--- src/rtl/cordic_link_pkg.sv ---
// Shared definitions for the host side of the CORDIC byte link.
//   state_t  : link FSM states
//   TX_BYTES : bytes per request frame (x lo/hi, y lo/hi)
//   RX_BYTES : bytes per result frame (mag lo/hi, phase 4 bytes)
//   IDX_W    : width of the byte index counter
package cordic_link_pkg;

  typedef enum logic [1:0] {
    ST_IDLE = 2'd0,
    ST_TX   = 2'd1,
    ST_RX   = 2'd2,
    ST_RSP  = 2'd3
  } state_t;

  localparam int TX_BYTES = 4;
  localparam int RX_BYTES = 6;
  localparam int IDX_W    = 3;

  localparam logic [IDX_W-1:0] TX_LAST = IDX_W'(TX_BYTES - 1);
  localparam logic [IDX_W-1:0] RX_LAST = IDX_W'(RX_BYTES - 1);

endpackage

--- src/rtl/cordic_link_watchdog.sv ---
// Link watchdog: counts idle cycles while enabled and flags expiry when the
// count reaches TIMEOUT-1 without a clear on that cycle.
//   clk, rst_n : clock, async active-low reset
//   i_en       : count enable (link phase active)
//   i_clr      : restart count (a link handshake happened this cycle)
//   o_expire   : combinational, high on the cycle the abort should take effect
module cordic_link_watchdog #(
  parameter int TIMEOUT = 4096
) (
  input  logic clk,
  input  logic rst_n,
  input  logic i_en,
  input  logic i_clr,
  output logic o_expire
);

  localparam int CW = $clog2(TIMEOUT);
  localparam logic [CW-1:0] LAST = CW'(TIMEOUT - 1);

  logic [CW-1:0] r_cnt;

  // A handshake on the final cycle rescues the transfer.
  assign o_expire = i_en && !i_clr && (r_cnt == LAST);

  always_ff @(posedge clk or negedge rst_n) begin
    if (!rst_n)
      r_cnt <= '0;
    else if (!i_en || i_clr || o_expire)
      r_cnt <= '0;
    else
      r_cnt <= r_cnt + 1'b1;
  end

endmodule

--- src/rtl/cordic_host_link.sv ---
// Host-side end of the CORDIC byte link. Takes one (x,y) request, sends it
// as 4 little-endian bytes on the tx channel, collects 6 result bytes
// (mag[15:0], phase[31:0], little-endian) from the rx channel and presents
// them on the response port. A watchdog aborts a stalled frame.
//   clk, rst_n                        : clock, async active-low reset
//   req_valid/req_ready/req_x/req_y   : request port
//   rsp_valid/rsp_ready/rsp_mag/phase : response port
//   link_tx_data/valid/ready          : bytes toward the tile
//   link_rx_data/valid/ready          : bytes from the tile
//   busy                              : not idle
//   timeout_err                       : one-cycle pulse on watchdog abort
module cordic_host_link
  import cordic_link_pkg::*;
#(
  parameter int WIDTH   = 16,
  parameter int PHASE_W = 32,
  parameter int TIMEOUT = 4096
) (
  input  logic               clk,
  input  logic               rst_n,
  input  logic               req_valid,
  output logic               req_ready,
  input  logic [WIDTH-1:0]   req_x,
  input  logic [WIDTH-1:0]   req_y,
  output logic               rsp_valid,
  input  logic               rsp_ready,
  output logic [WIDTH-1:0]   rsp_mag,
  output logic [PHASE_W-1:0] rsp_phase,
  output logic [7:0]         link_tx_data,
  output logic               link_tx_valid,
  input  logic               link_tx_ready,
  input  logic [7:0]         link_rx_data,
  input  logic               link_rx_valid,
  output logic               link_rx_ready,
  output logic               busy,
  output logic               timeout_err
);

  localparam int TXW = 2 * WIDTH;
  localparam int RXW = WIDTH + PHASE_W;

  state_t               r_state;
  logic [IDX_W-1:0]     r_idx;
  logic [TXW-1:0]       r_tx_sr;   // bytes still to send, next-after-current at [15:8]
  logic [RXW-1:0]       r_rx_asm;  // shifts in from the top, first byte ends at [7:0]
  logic                 r_req_ready;
  logic                 r_rsp_valid;
  logic [WIDTH-1:0]     r_rsp_mag;
  logic [PHASE_W-1:0]   r_rsp_phase;
  logic [7:0]           r_tx_data;
  logic                 r_tx_valid;
  logic                 r_rx_ready;
  logic                 r_busy;
  logic                 r_timeout_err;

  logic                 w_tx_hs;
  logic                 w_rx_hs;
  logic                 w_wd_en;
  logic                 w_wd_expire;
  logic [RXW-1:0]       w_rx_next;

  assign w_tx_hs   = (r_state == ST_TX) && r_tx_valid && link_tx_ready;
  assign w_rx_hs   = (r_state == ST_RX) && r_rx_ready && link_rx_valid;
  assign w_wd_en   = (r_state == ST_TX) || (r_state == ST_RX);
  assign w_rx_next = {link_rx_data, r_rx_asm[RXW-1:8]};

  // Every TX->RX move coincides with a handshake and IDLE disables the
  // counter, so clearing on handshakes also covers state changes.
  cordic_link_watchdog #(.TIMEOUT(TIMEOUT)) u_wd (
    .clk      (clk),
    .rst_n    (rst_n),
    .i_en     (w_wd_en),
    .i_clr    (w_tx_hs || w_rx_hs),
    .o_expire (w_wd_expire)
  );

  always_ff @(posedge clk or negedge rst_n) begin
    if (!rst_n) begin
      r_state       <= ST_IDLE;
      r_idx         <= '0;
      r_tx_sr       <= '0;
      r_rx_asm      <= '0;
      r_req_ready   <= 1'b1;
      r_rsp_valid   <= 1'b0;
      r_rsp_mag     <= '0;
      r_rsp_phase   <= '0;
      r_tx_data     <= '0;
      r_tx_valid    <= 1'b0;
      r_rx_ready    <= 1'b0;
      r_busy        <= 1'b0;
      r_timeout_err <= 1'b0;
    end else begin
      r_timeout_err <= 1'b0;
      if (w_wd_expire) begin
        // Abort: the far end may be left mid-frame.
        r_state       <= ST_IDLE;
        r_idx         <= '0;
        r_tx_valid    <= 1'b0;
        r_rx_ready    <= 1'b0;
        r_req_ready   <= 1'b1;
        r_busy        <= 1'b0;
        r_timeout_err <= 1'b1;
      end else begin
        case (r_state)
          ST_IDLE: begin
            if (req_valid && r_req_ready) begin
              r_tx_sr     <= {req_y, req_x};
              r_tx_data   <= req_x[7:0];
              r_tx_valid  <= 1'b1;
              r_req_ready <= 1'b0;
              r_busy      <= 1'b1;
              r_idx       <= '0;
              r_state     <= ST_TX;
            end
          end
          ST_TX: begin
            if (w_tx_hs) begin
              if (r_idx == TX_LAST) begin
                r_tx_valid <= 1'b0;
                r_rx_ready <= 1'b1;
                r_idx      <= '0;
                r_state    <= ST_RX;
              end else begin
                r_tx_sr   <= r_tx_sr >> 8;
                r_tx_data <= r_tx_sr[15:8];
                r_idx     <= r_idx + 3'd1;
              end
            end
          end
          ST_RX: begin
            if (w_rx_hs) begin
              r_rx_asm <= w_rx_next;
              if (r_idx == RX_LAST) begin
                r_rx_ready  <= 1'b0;
                r_rsp_valid <= 1'b1;
                r_rsp_mag   <= w_rx_next[WIDTH-1:0];
                r_rsp_phase <= w_rx_next[RXW-1:WIDTH];
                r_idx       <= '0;
                r_state     <= ST_RSP;
              end else begin
                r_idx <= r_idx + 3'd1;
              end
            end
          end
          ST_RSP: begin
            if (rsp_ready) begin
              r_rsp_valid <= 1'b0;
              r_req_ready <= 1'b1;
              r_busy      <= 1'b0;
              r_state     <= ST_IDLE;
            end
          end
          default: r_state <= ST_IDLE;
        endcase
      end
    end
  end

  assign req_ready     = r_req_ready;
  assign rsp_valid     = r_rsp_valid;
  assign rsp_mag       = r_rsp_mag;
  assign rsp_phase     = r_rsp_phase;
  assign link_tx_data  = r_tx_data;
  assign link_tx_valid = r_tx_valid;
  assign link_rx_ready = r_rx_ready;
  assign busy          = r_busy;
  assign timeout_err   = r_timeout_err;

endmodule

--- config.mk ---
export PLATFORM = sky130hd
export DESIGN_NAME = cordic_host_link
export DESIGN_NICKNAME = d
export VERILOG_FILES = /design/src/rtl/cordic_link_pkg.sv /design/src/rtl/cordic_link_watchdog.sv /design/src/rtl/cordic_host_link.sv
export SDC_FILE = /design/constraint.sdc
export NUM_CORES = 1
export LEC_CHECK = 0
export BUFFER_PORTS_ARGS = -buffer_cell sky130_fd_sc_hd__buf_2
export CAP_MARGIN = 20
export CORE_MARGIN = 5
export CORE_UTILIZATION = 60
export DETAILED_ROUTE_END_ITERATION = 16
export PLACE_DENSITY = 0.95
export SLEW_MARGIN = 10
export SYNTH_ARGS = -nofsm -noshare
export SYNTH_HDL_FRONTEND = slang
export SYNTH_SLANG_ARGS = --single-unit
export TNS_END_PERCENT = 50
--- constraint.sdc ---
create_clock -name clk -period 3.8 [get_ports clk]
set_clock_uncertainty 0.05 [all_clocks]
set_input_delay 0.76 -clock clk [delete_from_list [all_inputs] [get_ports clk]]
set_output_delay 0.76 -clock clk [all_outputs]
set_load 0.02 [all_outputs]
==> results of run 1 <==
==> cell usage after synthesis (all sizes together) <==
cell | n | area (sq um)
a31oi | 1 | 6.26
o211ai | 1 | 7.51
a21o | 3 | 22.5
nand2 | 9 | 33.8
a22o | 2 | 17.5
a21oi | 5 | 25.0
nand3 | 10 | 55.1
mux2 | 144 | 1620
nor2b | 8 | 50.1
a2111oi | 1 | 8.76
a21boi | 2 | 15.0
nor3 | 4 | 20.0
a221oi | 1 | 26.3
clkbuf | 8 | 30.0
buf | 19 | 134
a22oi | 1 | 7.51
inv | 15 | 56.3
a2111o | 1 | 11.3
nand4 | 4 | 25.0
a211o | 1 | 8.76
or4 | 1 | 7.51
and3 | 3 | 18.8
a32o | 3 | 30.0
dfstp | 1 | 26.3
o221ai | 1 | 8.76
dfrtp | 142 | 3550
nor2 | 17 | 66.3
nor4 | 4 | 40.0
xnor2 | 8 | 70.1
or3 | 1 | 6.26
ha | 12 | 150
o22ai | 1 | 6.26
xor2 | 2 | 17.5
o21ai | 6 | 30.0
==> flip-flops by register name (all words and copies together) (netlist names) <==
signal	cells
rsp_valid	1
rsp_mag	16
r_idx	3
r_state	2
r_tx_sr	32
u_wd.r_cnt	12
link_tx_valid	1
rsp_phase	32
timeout_err	1
busy	1
link_rx_ready	1
r_rx_asm	40
req_ready	1
==> how the worst max path moves through the flow <==
| stage | from | endpoint | slack [ps] |
|---|---|---|---|
| 6_report | r_state[1] | r_tx_sr[4] | 980 |
| 5_1_grt | r_state[1] | r_tx_sr[4] | 840 |
| 4_1_cts | r_state[0] | r_idx[1] | 1010 |
| 3_5_place_dp | r_state[1] | r_tx_sr[11] | 1080 |
| 3_3_place_gp | r_state[1] | r_tx_sr[31] | 1240 |
| 2_1_floorplan | r_state[0] | r_tx_sr[0] | 1540 |
==> layer usage <==
metal / track usage / routed length [microns] / vias to the layer above
met5: 0 / 0 / -
met4: 0.0835 / 382 / 0
met3: 0.0772 / 897 / 35
met2: 0.379 / 6880 / 136
met1: 0.260 / 5160 / 1956
li1: - / - / 1769
==> area by class of cell <==
| type | instances | area, sq um | area share |
|---|---|---|---|
| Timing Repair Buffer | 115 | 598 | 0.0806 |
| Inverter | 15 | 56.3 | 0.00759 |
| Clock buffer | 24 | 490 | 0.0661 |
| Multi-Input combinational cell | 257 | 2420 | 0.326 |
| Tap cell | 136 | 170 | 0.0229 |
| Clock inverter | 7 | 100 | 0.0135 |
| Sequential cell | 143 | 3580 | 0.483 |
==> power by group <==
group | switching (mW) | internal [mW]
combinational | 0.0553 | 0.0424
sequential | 0.00944 | 1.54
clock | 0.615 | 1.02
total | 0.680 | 2.60
==> per-stage QoR <==
| step | setup slack (ps) | cells | cell area (sq um) | util |
|---|---|---|---|---|
| after global routing | 843 | 697 | 7420 | 0.725 |
| after detailed placement | 1080 | 665 | 6820 | 0.667 |
| after global placement | 1240 | 665 | 6820 | 0.667 |
| after CTS | 1010 | 696 | 7410 | 0.724 |
| after floorplan | 1540 | 442 | 6210 | - |
| final | 984 | 697 | 7420 | 0.725 |
==> cells by family (layout without fill, tap and decap cells) <==
logic type | Yosys count | count (layout) | share of synthesized area
AO/OA/AOI/OAI | 30 | 30 | 0.0373
XOR/XNOR | 10 | 10 | 0.0141
adder cells (fa/ha/maj) | 12 | 12 | 0.0242
buffers and inverters | 42 | 161 | 0.0354
flip-flops | 143 | 143 | 0.576
multiplexers | 144 | 144 | 0.261
AND/OR/NAND/NOR | 61 | 61 | 0.0520
==> critical path, stage by stage (launching register included) <==
cell and delay, ps:
dfrtp_1 440, inv_1 130, ha_1 170, buf_4 410
nor2_1 120, a211o_1 310, a221oi_4 230, buf_4 430
mux2_1 400
==> impl_metrics.xml, run 1 <==
<?xml version="1.0" encoding="UTF-8"?>
<metrics>
  <group name="status">
    <metric name="result_of_the_run" unit="">completed</metric>
  </group>
  <group name="die">
    <metric name="std_cell_rows" unit="">37</metric>
    <metric name="core_area" unit="sq mm">0.0102</metric>
    <metric name="die_width" unit="microns">112</metric>
    <metric name="design.die.area" unit="sq mm">0.0125</metric>
    <metric name="io-pin-count" unit="">108</metric>
    <metric name="die-height" unit="microns">112</metric>
    <metric name="start_util" unit="">0.607</metric>
  </group>
  <group name="routing">
    <metric name="wire_per_inst" unit="microns">19.1</metric>
    <metric name="drtIter0Drc" unit="">243</metric>
    <metric name="drt_wl_total" unit="mm">13.3</metric>
    <metric name="vias" unit="">3896</metric>
    <metric name="drt_first_pass_iters" unit="">4</metric>
    <metric name="routed_via_density" unit="">5.59</metric>
    <metric name="drc_violations_left" unit="">0</metric>
    <metric name="route.antenna.remaining_nets" unit="">0</metric>
  </group>
  <group name="timing">
    <metric name="max_slew_margin" unit="">0.417</metric>
    <metric name="post-route-period-util" unit="">0.741</metric>
    <metric name="final_max_slew_viol_count" unit="">0</metric>
    <metric name="max_slew.worst_pin.slew" unit="ps">852</metric>
    <metric name="hold-worst-slack" unit="ps">177</metric>
    <metric name="finalHoldViolCount" unit="">0</metric>
    <metric name="fmaxAchievable" unit="MHz">355</metric>
    <metric name="grt_setup_unrepaired" unit="">false</metric>
    <metric name="setup_viol_count_final" unit="">0</metric>
    <metric name="post-route-min-period" unit="ps">2820</metric>
    <metric name="setup_tns" unit="ps">0</metric>
  </group>
  <group name="clock_network">
    <metric name="cts_resized" unit="">0</metric>
    <metric name="clock_sinks" unit="">143</metric>
    <metric name="postCtsSetupRepairBufs" unit="">0</metric>
    <metric name="clk_transition_reported_paths" unit="ps">60</metric>
    <metric name="cts_hold_buf" unit="">0</metric>
    <metric name="cts_root_buf" unit="">clkbuf_8</metric>
    <metric name="cts_htree_levels" unit="">4</metric>
    <metric name="cts_inserted_buffers" unit="">17</metric>
    <metric name="cts.path.max_buffers" unit="">2</metric>
    <metric name="cts_tree" unit="">done</metric>
    <metric name="worstSkewPairLatency" unit="ps">520</metric>
  </group>
  <group name="setup_path">
    <metric name="critical_path.reg2reg.endpoint" unit="">r_tx_sr[4]</metric>
    <metric name="crit_path_max_fanout" unit="">40</metric>
    <metric name="r2r_setup_slack" unit="ps">980</metric>
    <metric name="timing.critical_path.to_type" unit="">flop</metric>
    <metric name="timing_worst_setup_path_type" unit="">reg2reg</metric>
    <metric name="cp_data_required_time" unit="ps">4130</metric>
    <metric name="worstSetupStartpointType" unit="">flop</metric>
    <metric name="worstReg2RegStart" unit="">r_state[1]</metric>
    <metric name="cp_data_arrival_time" unit="ps">3150</metric>
    <metric name="ff2ff_path_depth" unit="">8</metric>
  </group>
  <group name="grt">
    <metric name="grt_pass1_wl" unit="mm">22.1</metric>
    <metric name="grt_max_degree" unit="">71</metric>
    <metric name="grt.total_usage" unit="">0.222</metric>
    <metric name="via_count_of_the_first_global_routing_pass" unit="">4319</metric>
    <metric name="grt_antenna_before_repair" unit="">0</metric>
    <metric name="grt_overflow" unit="">0</metric>
  </group>
  <group name="placed_design">
    <metric name="gp_routability_congestion" unit="">0.942</metric>
    <metric name="dp_hpwl" unit="mm">8.49</metric>
    <metric name="portBuffers" unit="">107</metric>
  </group>
  <group name="cells_and_area">
    <metric name="drive_above_1_share" unit="">0.469</metric>
    <metric name="areaGrowthSynthToFinish" unit="%">19.4</metric>
    <metric name="most_frequent_cells_in_the_layout" unit="">dfrtp_1 (142), mux2_2 (114), buf_2 (106), mux2_1 (30), clkbuf_16 (16)</metric>
    <metric name="final_nets" unit="">607</metric>
    <metric name="insertedDiodeCount" unit="">0</metric>
    <metric name="commonest_non_fill_non_tap_cell_in_the_layout" unit="">dfrtp_1</metric>
    <metric name="number_of_inserted_filler_cells_in_the_final_layout" unit="">639</metric>
  </group>
  <group name="pwr">
    <metric name="power.static_leakage" unit="nW">3.71</metric>
    <metric name="p_total" unit="mW">3.28</metric>
    <metric name="power.ir.vdd_worst" unit="mV">0.378</metric>
    <metric name="power_per_cell_area" unit="mW/mm^2">443</metric>
  </group>
  <group name="logic_synthesis">
    <metric name="syn_area" unit="sq mm">0.00621</metric>
    <metric name="synth_area_per_inst" unit="sq um">14.1</metric>
    <metric name="synth.distinct_cells" unit="">41</metric>
    <metric name="mappedNetlistNets" unit="">500</metric>
    <metric name="ys_ff_latch" unit="">143</metric>
    <metric name="synth.yosys.seq_area_share" unit="">0.576</metric>
    <metric name="synth_warnings" unit="">0</metric>
    <metric name="synth_cells" unit="">442</metric>
  </group>
  <group name="hold_path">
    <metric name="timing.hold.worst.class" unit="">in2async</metric>
  </group>
  <group name="run">
    <metric name="maxcap_viol_count" unit="">0</metric>
  </group>
</metrics>
(Power assumes the default switching activity.)
==> inputs of run 2 (changes only) <==
--- a/config.mk
+++ b/config.mk
@@ -8,9 +8,9 @@
 export BUFFER_PORTS_ARGS = -buffer_cell sky130_fd_sc_hd__buf_2
 export CAP_MARGIN = 20
 export CORE_MARGIN = 5
-export CORE_UTILIZATION = 60
+export CORE_UTILIZATION = 50
 export DETAILED_ROUTE_END_ITERATION = 16
-export PLACE_DENSITY = 0.95
+export PLACE_DENSITY = 0.87
 export SLEW_MARGIN = 10
 export SYNTH_ARGS = -nofsm -noshare
 export SYNTH_HDL_FRONTEND = slang
==> constraint.sdc (replaced) <==
create_clock -name clk -period 2.4 [get_ports clk]
set_clock_uncertainty 0.05 [all_clocks]
set_input_delay 0.48 -clock clk [delete_from_list [all_inputs] [get_ports clk]]
set_output_delay 0.48 -clock clk [all_outputs]
set_load 0.02 [all_outputs]
==> run 2 against run 1 <==
Against the previous run:
- die area rose by 18%
- flip-flop and latch count did not move
- first-iteration DRC count shrank 9.1%
- setup slack got worse by 880 ps
- largest power group unchanged
==> impl_metrics.xml, run 2 (synthesized netlist as in run 1, its figures left out) <==
<?xml version="1.0" encoding="UTF-8"?>
<metrics>
  <group name="cells_and_area">
    <metric name="areaGrowthSynthToFinish" unit="%">21.5</metric>
    <metric name="number_of_inserted_filler_cells_in_the_final_layout" unit="">923</metric>
    <metric name="footprint_of_the_multi_input_gates" unit="sq mm">0.00242</metric>
    <metric name="commonest_non_fill_non_tap_cell_in_the_layout" unit="">dfrtp_1</metric>
    <metric name="most_frequent_cells_in_the_layout" unit="">dfrtp_1 (142), mux2_2 (114), buf_2 (106), mux2_1 (30), clkbuf_16 (17)</metric>
    <metric name="insertedDiodeCount" unit="">0</metric>
    <metric name="area_used_by_sequential_logic_in_the_layout" unit="sq mm">0.00358</metric>
    <metric name="top_register" unit="">r_rx_asm</metric>
    <metric name="drive_above_1_share" unit="">0.476</metric>
    <metric name="fin_cells" unit="">737</metric>
    <metric name="largest_register_ffs" unit="">40</metric>
    <metric name="final_nets" unit="">614</metric>
  </group>
  <group name="routing">
    <metric name="routed_via_density" unit="">5.20</metric>
    <metric name="drc_violations_left" unit="">0</metric>
    <metric name="route.antenna.remaining_nets" unit="">0</metric>
    <metric name="drt_wl_total" unit="mm">12.4</metric>
    <metric name="vias" unit="">3833</metric>
    <metric name="drtIter0Drc" unit="">221</metric>
    <metric name="wire_per_inst" unit="microns">16.8</metric>
    <metric name="drt_first_pass_iters" unit="">4</metric>
  </group>
  <group name="setup_path">
    <metric name="cp_data_required_time" unit="ps">2630</metric>
    <metric name="timing.critical_path.buf_inv" unit="">2</metric>
    <metric name="cp_cell_sequence" unit="">inv_1 -&gt; ha_1 -&gt; a21boi_0 -&gt; a211o_1 -&gt; a221oi_4 -&gt; buf_12 -&gt; mux2_1</metric>
    <metric name="crit_path_max_fanout" unit="">32</metric>
    <metric name="cp_data_arrival_time" unit="ps">2530</metric>
    <metric name="timing.critical_path.slowest_cell_delay" unit="ps">430</metric>
    <metric name="worstSetupStartpointType" unit="">flop</metric>
    <metric name="timing_worst_setup_path_type" unit="">reg2reg</metric>
    <metric name="cpLargestDelayFamily" unit="">compound AO/OA/AOI/OAI gates</metric>
    <metric name="cpMaxStageDelayCell" unit="">dfrtp_1</metric>
    <metric name="timing.critical_path.to_type" unit="">flop</metric>
  </group>
  <group name="timing">
    <metric name="max_slew_margin" unit="">0.623</metric>
    <metric name="fmaxAchievable" unit="MHz">435</metric>
    <metric name="post-route-min-period" unit="ps">2300</metric>
    <metric name="setup_tns" unit="ps">0</metric>
    <metric name="final_max_slew_viol_count" unit="">0</metric>
    <metric name="max_slew.worst_pin.slew" unit="ps">565</metric>
    <metric name="post-route-period-util" unit="">0.957</metric>
    <metric name="layout_setup_ws" unit="ps">103</metric>
    <metric name="finalHoldViolCount" unit="">0</metric>
    <metric name="setup_viol_count_final" unit="">0</metric>
    <metric name="grt_setup_unrepaired" unit="">false</metric>
  </group>
  <group name="grt">
    <metric name="grt_pass1_wl" unit="mm">20.8</metric>
    <metric name="grt_max_degree" unit="">77</metric>
    <metric name="grt.total_usage" unit="">0.179</metric>
    <metric name="grt_overflow" unit="">0</metric>
    <metric name="via_count_of_the_first_global_routing_pass" unit="">4154</metric>
    <metric name="grt_antenna_before_repair" unit="">0</metric>
  </group>
  <group name="clock_network">
    <metric name="worstSkewPairLatency" unit="ps">410</metric>
    <metric name="cts_root_buf" unit="">clkbuf_16</metric>
    <metric name="cts_htree_levels" unit="">4</metric>
    <metric name="cts_inserted_buffers" unit="">17</metric>
    <metric name="clock_sinks" unit="">143</metric>
    <metric name="cts.path.max_buffers" unit="">2</metric>
    <metric name="cts_tree" unit="">done</metric>
    <metric name="clk_transition_reported_paths" unit="ps">60</metric>
  </group>
  <group name="pwr">
    <metric name="power.ir.vdd_worst" unit="mV">0.531</metric>
    <metric name="internal_power" unit="mW">4.06</metric>
    <metric name="clkPwrFrac" unit="">0.495</metric>
    <metric name="switching_power_share_of_the_total" unit="">0.214</metric>
    <metric name="pwr-share-comb" unit="">0.030</metric>
    <metric name="flop_pwr_share" unit="">0.475</metric>
    <metric name="net-switching-power" unit="mW">1.10</metric>
    <metric name="power.static_leakage" unit="nW">3.76</metric>
    <metric name="power_per_cell_area" unit="mW/mm^2">684</metric>
  </group>
  <group name="hold_path">
    <metric name="timing.hold.worst.class" unit="">in2reg</metric>
  </group>
  <group name="die">
    <metric name="design.die.area" unit="sq mm">0.0148</metric>
    <metric name="core_area" unit="sq mm">0.0121</metric>
    <metric name="die-height" unit="microns">121</metric>
    <metric name="die_width" unit="microns">121</metric>
    <metric name="start_util" unit="">0.513</metric>
    <metric name="std_cell_rows" unit="">40</metric>
    <metric name="io-pin-count" unit="">108</metric>
  </group>
  <group name="run">
    <metric name="maxcap_viol_count" unit="">0</metric>
  </group>
  <group name="status">
    <metric name="result_of_the_run" unit="">completed</metric>
  </group>
  <group name="placed_design">
    <metric name="dp_worst_setup_slack" unit="ps">98.7</metric>
    <metric name="dp_hpwl" unit="mm">8.41</metric>
    <metric name="gp_routability_congestion" unit="">0.899</metric>
    <metric name="portBuffers" unit="">107</metric>
    <metric name="placedCellCount" unit="">704</metric>
  </group>
</metrics>
==> run 2: power groups by stage <==
stage               clock [mW]  sequential [mW]  combinational (mW)
floorplan                    0             2.49              0.0606
global placement             0             2.49               0.153
detailed placement           0             2.50               0.160
CTS                       2.61             2.45               0.163
global route              2.73             2.46               0.178
finish                    2.56             2.45               0.157
==> run 2: what timing repair did <==
item,in CTS,in global routing
setup endpoints to repair,0,3
endpoints found under the hold margin,46,0
hold buffers,1,0
setup buffers,0,0
gates resized for setup,0,1
==> run 2: metal layers <==
metal,share of wire,global-route usage,vias to the layer above
li1,-,-,1792
met1,0.42,0.216,1910
met2,0.50,0.301,113
met3,0.061,0.0550,18
met4,0.016,0.0700,0
met5,0,0,-
==> run 2: layout make-up <==
class	instances	area share
inverters	15	0.00746
well taps	168	0.0278
clock inverters	9	0.0129
repair buffers	122	0.0920
flip-flops and latches	143	0.474
clock buffers	23	0.0646
multi-input cells	257	0.321
==> run 2: path summary, 6_finish.rpt <==
check	depth (start not counted)	from	slack, ps	end
max	7	r_state[0]	100	r_tx_sr[8]
min	2	link_rx_data[2]	260	r_rx_asm[42]
max reg2reg	7	r_state[0]	100	r_tx_sr[8]
min reg2reg	1	r_tx_sr[14]	440	r_tx_sr[14]
max in group asynchronous	3	rst_n	1010	r_state[1]
min in group asynchronous	2	rst_n	510	rsp_phase[20]
==> run 2: through the flow <==
step	total power, mW	utilization	hold slack [ps]	cell area, sq um
6_report	5.17	0.623	264	7550
5_1_grt	5.36	0.623	248	7550
4_1_cts	5.23	0.623	242	7550
3_5_place_dp	2.66	0.574	402	6950
3_3_place_gp	2.65	0.574	397	6950
2_1_floorplan	2.55	-	134	6210
==> inputs of run 3 (changes only) <==
--- a/config.mk
+++ b/config.mk
@@ -8,9 +8,9 @@
 export BUFFER_PORTS_ARGS = -buffer_cell sky130_fd_sc_hd__buf_2
 export CAP_MARGIN = 20
 export CORE_MARGIN = 5
-export CORE_UTILIZATION = 50
+export CORE_UTILIZATION = 45
 export DETAILED_ROUTE_END_ITERATION = 16
-export PLACE_DENSITY = 0.87
+export PLACE_DENSITY = 0.81
 export SLEW_MARGIN = 10
 export SYNTH_ARGS = -nofsm -noshare
 export SYNTH_HDL_FRONTEND = slang
==> run 3 against run 2 <==
Against the previous run:
- non-clock buffer count is the same
- sequential power is essentially flat
- sequential share of layout area shrank 0.59 points
- clock power grew 12%
- core utilization shrank 6.6 points
- hold slack lost 6.9 ps
- critical path type unchanged
- critical endpoint is now r_tx_sr[7]
==> impl_metrics.xml, run 3 (synthesized netlist as in run 1, its figures left out) <==
<?xml version="1.0" encoding="UTF-8"?>
<metrics>
  <group name="routing">
    <metric name="drt_wl_total" unit="mm">12.2</metric>
    <metric name="drtIter0Drc" unit="">227</metric>
    <metric name="drt_first_pass_iters" unit="">4</metric>
    <metric name="wl_met1" unit="mm">5.49</metric>
    <metric name="drc_violations_left" unit="">0</metric>
    <metric name="met2_wirelength_from_detailed_routing" unit="mm">5.65</metric>
    <metric name="routed_via_density" unit="">5.11</metric>
    <metric name="met3RoutedLength" unit="microns">900</metric>
    <metric name="wire_per_inst" unit="microns">16.3</metric>
    <metric name="vias" unit="">3829</metric>
    <metric name="routed.top_layer" unit="">met4</metric>
    <metric name="route.antenna.remaining_nets" unit="">0</metric>
  </group>
  <group name="grt">
    <metric name="grt.total_usage" unit="">0.160</metric>
    <metric name="grt_overflow" unit="">0</metric>
    <metric name="grt_max_degree" unit="">83</metric>
    <metric name="grt_antenna_before_repair" unit="">0</metric>
    <metric name="grt_pass1_wl" unit="mm">20.8</metric>
    <metric name="via_count_of_the_first_global_routing_pass" unit="">4131</metric>
  </group>
  <group name="clock_network">
    <metric name="cts_htree_levels" unit="">4</metric>
    <metric name="worstSkewPairLatency" unit="ps">410</metric>
    <metric name="clk_transition_reported_paths" unit="ps">60</metric>
    <metric name="clock_sinks" unit="">143</metric>
    <metric name="cts_tree" unit="">done</metric>
    <metric name="cts_root_buf" unit="">clkbuf_16</metric>
    <metric name="cts_inserted_buffers" unit="">17</metric>
    <metric name="cts.path.max_buffers" unit="">2</metric>
    <metric name="postCtsSetupRepairBufs" unit="">0</metric>
  </group>
  <group name="run">
    <metric name="maxcap_viol_count" unit="">0</metric>
  </group>
  <group name="pwr">
    <metric name="power_per_cell_area" unit="mW/mm^2">718</metric>
    <metric name="switching_power_share_of_the_total" unit="">0.199</metric>
    <metric name="internal_power" unit="mW">4.39</metric>
    <metric name="net-switching-power" unit="mW">1.09</metric>
    <metric name="p_total" unit="mW">5.49</metric>
    <metric name="pwr-share-comb" unit="">0.029</metric>
    <metric name="power.static_leakage" unit="nW">3.80</metric>
    <metric name="power.ir.vdd_worst" unit="mV">0.650</metric>
    <metric name="flop_pwr_share" unit="">0.447</metric>
    <metric name="clkPwrFrac" unit="">0.524</metric>
  </group>
  <group name="status">
    <metric name="result_of_the_run" unit="">completed</metric>
  </group>
  <group name="die">
    <metric name="std_cell_rows" unit="">43</metric>
    <metric name="die_width" unit="microns">128</metric>
    <metric name="start_util" unit="">0.453</metric>
    <metric name="design.die.area" unit="sq mm">0.0163</metric>
    <metric name="die-height" unit="microns">128</metric>
    <metric name="core_area" unit="sq mm">0.0137</metric>
    <metric name="io-pin-count" unit="">108</metric>
  </group>
  <group name="setup_path">
    <metric name="crit_path_start" unit="">r_state[0]</metric>
    <metric name="r2r_setup_slack" unit="ps">140</metric>
    <metric name="worstReg2RegStart" unit="">r_state[0]</metric>
    <metric name="timing_worst_setup_path_type" unit="">reg2reg</metric>
    <metric name="timing.critical_path.to_type" unit="">flop</metric>
    <metric name="crit_path_max_fanout" unit="">32</metric>
    <metric name="cp_data_arrival_time" unit="ps">2500</metric>
    <metric name="cp_data_required_time" unit="ps">2640</metric>
    <metric name="worstSetupStartpointType" unit="">flop</metric>
  </group>
  <group name="placed_design">
    <metric name="portBuffers" unit="">107</metric>
    <metric name="gp_routability_congestion" unit="">0.849</metric>
    <metric name="dp_hpwl" unit="mm">8.44</metric>
  </group>
  <group name="cells_and_area">
    <metric name="drive_above_1_share" unit="">0.476</metric>
    <metric name="largest_register_ffs" unit="">40</metric>
    <metric name="commonest_non_fill_non_tap_cell_in_the_layout" unit="">dfrtp_1</metric>
    <metric name="areaGrowthSynthToFinish" unit="%">23.0</metric>
    <metric name="final_nets" unit="">614</metric>
    <metric name="most_frequent_cells_in_the_layout" unit="">dfrtp_1 (142), mux2_2 (114), buf_2 (106), mux2_1 (30), clkbuf_16 (17)</metric>
    <metric name="top_register" unit="">r_rx_asm</metric>
    <metric name="insertedDiodeCount" unit="">0</metric>
  </group>
  <group name="hold_path">
    <metric name="timing.hold.worst.class" unit="">in2reg</metric>
    <metric name="min_from" unit="">link_rx_data[5]</metric>
  </group>
  <group name="timing">
    <metric name="grt_setup_unrepaired" unit="">false</metric>
    <metric name="max_slew.worst_pin.slew" unit="ps">573</metric>
    <metric name="hold-worst-slack" unit="ps">257</metric>
    <metric name="setup_viol_count_final" unit="">0</metric>
    <metric name="setup_tns" unit="ps">0</metric>
    <metric name="final_max_slew_viol_count" unit="">0</metric>
    <metric name="max_slew_margin" unit="">0.618</metric>
    <metric name="fmaxAchievable" unit="MHz">443</metric>
    <metric name="finalHoldViolCount" unit="">0</metric>
    <metric name="post-route-period-util" unit="">0.940</metric>
    <metric name="post-route-min-period" unit="ps">2260</metric>
  </group>
</metrics>
## run 3: cell count changes in the layout (fill, tap and decap cells not counted)
cell / before / now
clkinv_4: 2 / 3
bufinv_16: 1 / 5
clkinvlp_4: 2 / 1
buf_4: 11 / 10
clkbuf_8: 4 / 1
buf_12: 3 / 4
inv_6: 4 / 2
clkinv_2: 0 / 1
## run 3: final timing paths
path | end | depth (start not counted)
min in group asynchronous | rsp_phase[14] | 3
worst max-delay path | r_tx_sr[7] | 7
worst min register to register | r_tx_sr[15] | 1
worst min-delay path | r_rx_asm[45] | 2
max in group asynchronous | req_ready | 3
worst max register to register | r_tx_sr[7] | 7
## run 3: timing repair
| action | in CTS | in global routing |
|---|---|---|
| resized for setup | 0 | 1 |
| endpoints found under the setup margin | 0 | 3 |
| hold endpoints to repair | 4 | 0 |
| hold buffers | 1 | 0 |
## run 3: routing by layer
metal  track usage  up-vias
met1         0.213     1912
li1              -     1785
met5             0        -
met4        0.0574        0
met3        0.0560       19
met2         0.242      113
## run 3: cell type report
class	count	area, sq um
fillers	1141	6080
flip-flops and latches	143	3580
multi-input cells	257	2420
repair buffers	122	707
clock buffers	20	447
well taps	180	225
clock inverters	12	206
inverters	15	56.3
## run 3: power by group through the flow
stage                     Sequential, mW  Clock (mW)  Combinational [mW]
after floorplan                     2.49           0              0.0606
after global placement              2.49           0               0.157
after detailed placement            2.50           0               0.163
after CTS                           2.45        2.94               0.166
after global routing                2.45        3.06               0.182
final                               2.45        2.87               0.160
## run 3: worst max-delay path, stage by stage, from the launching register on
cell      delay (ps)
dfrtp_1          420
inv_1            110
ha_1             230
a21boi_0         150
a211o_1          330
a221oi_4         230
buf_12           240
mux2_2           360
## run 3: through the flow
step	setup slack, ps	std cells	utilization	area, sq um
after global placement	216	716	0.509	6980
final	145	749	0.557	7640
after detailed placement	165	716	0.509	6980
after global routing	23.2	749	0.557	7640
after floorplan	142	442	-	6210
after CTS	145	749	0.557	7640
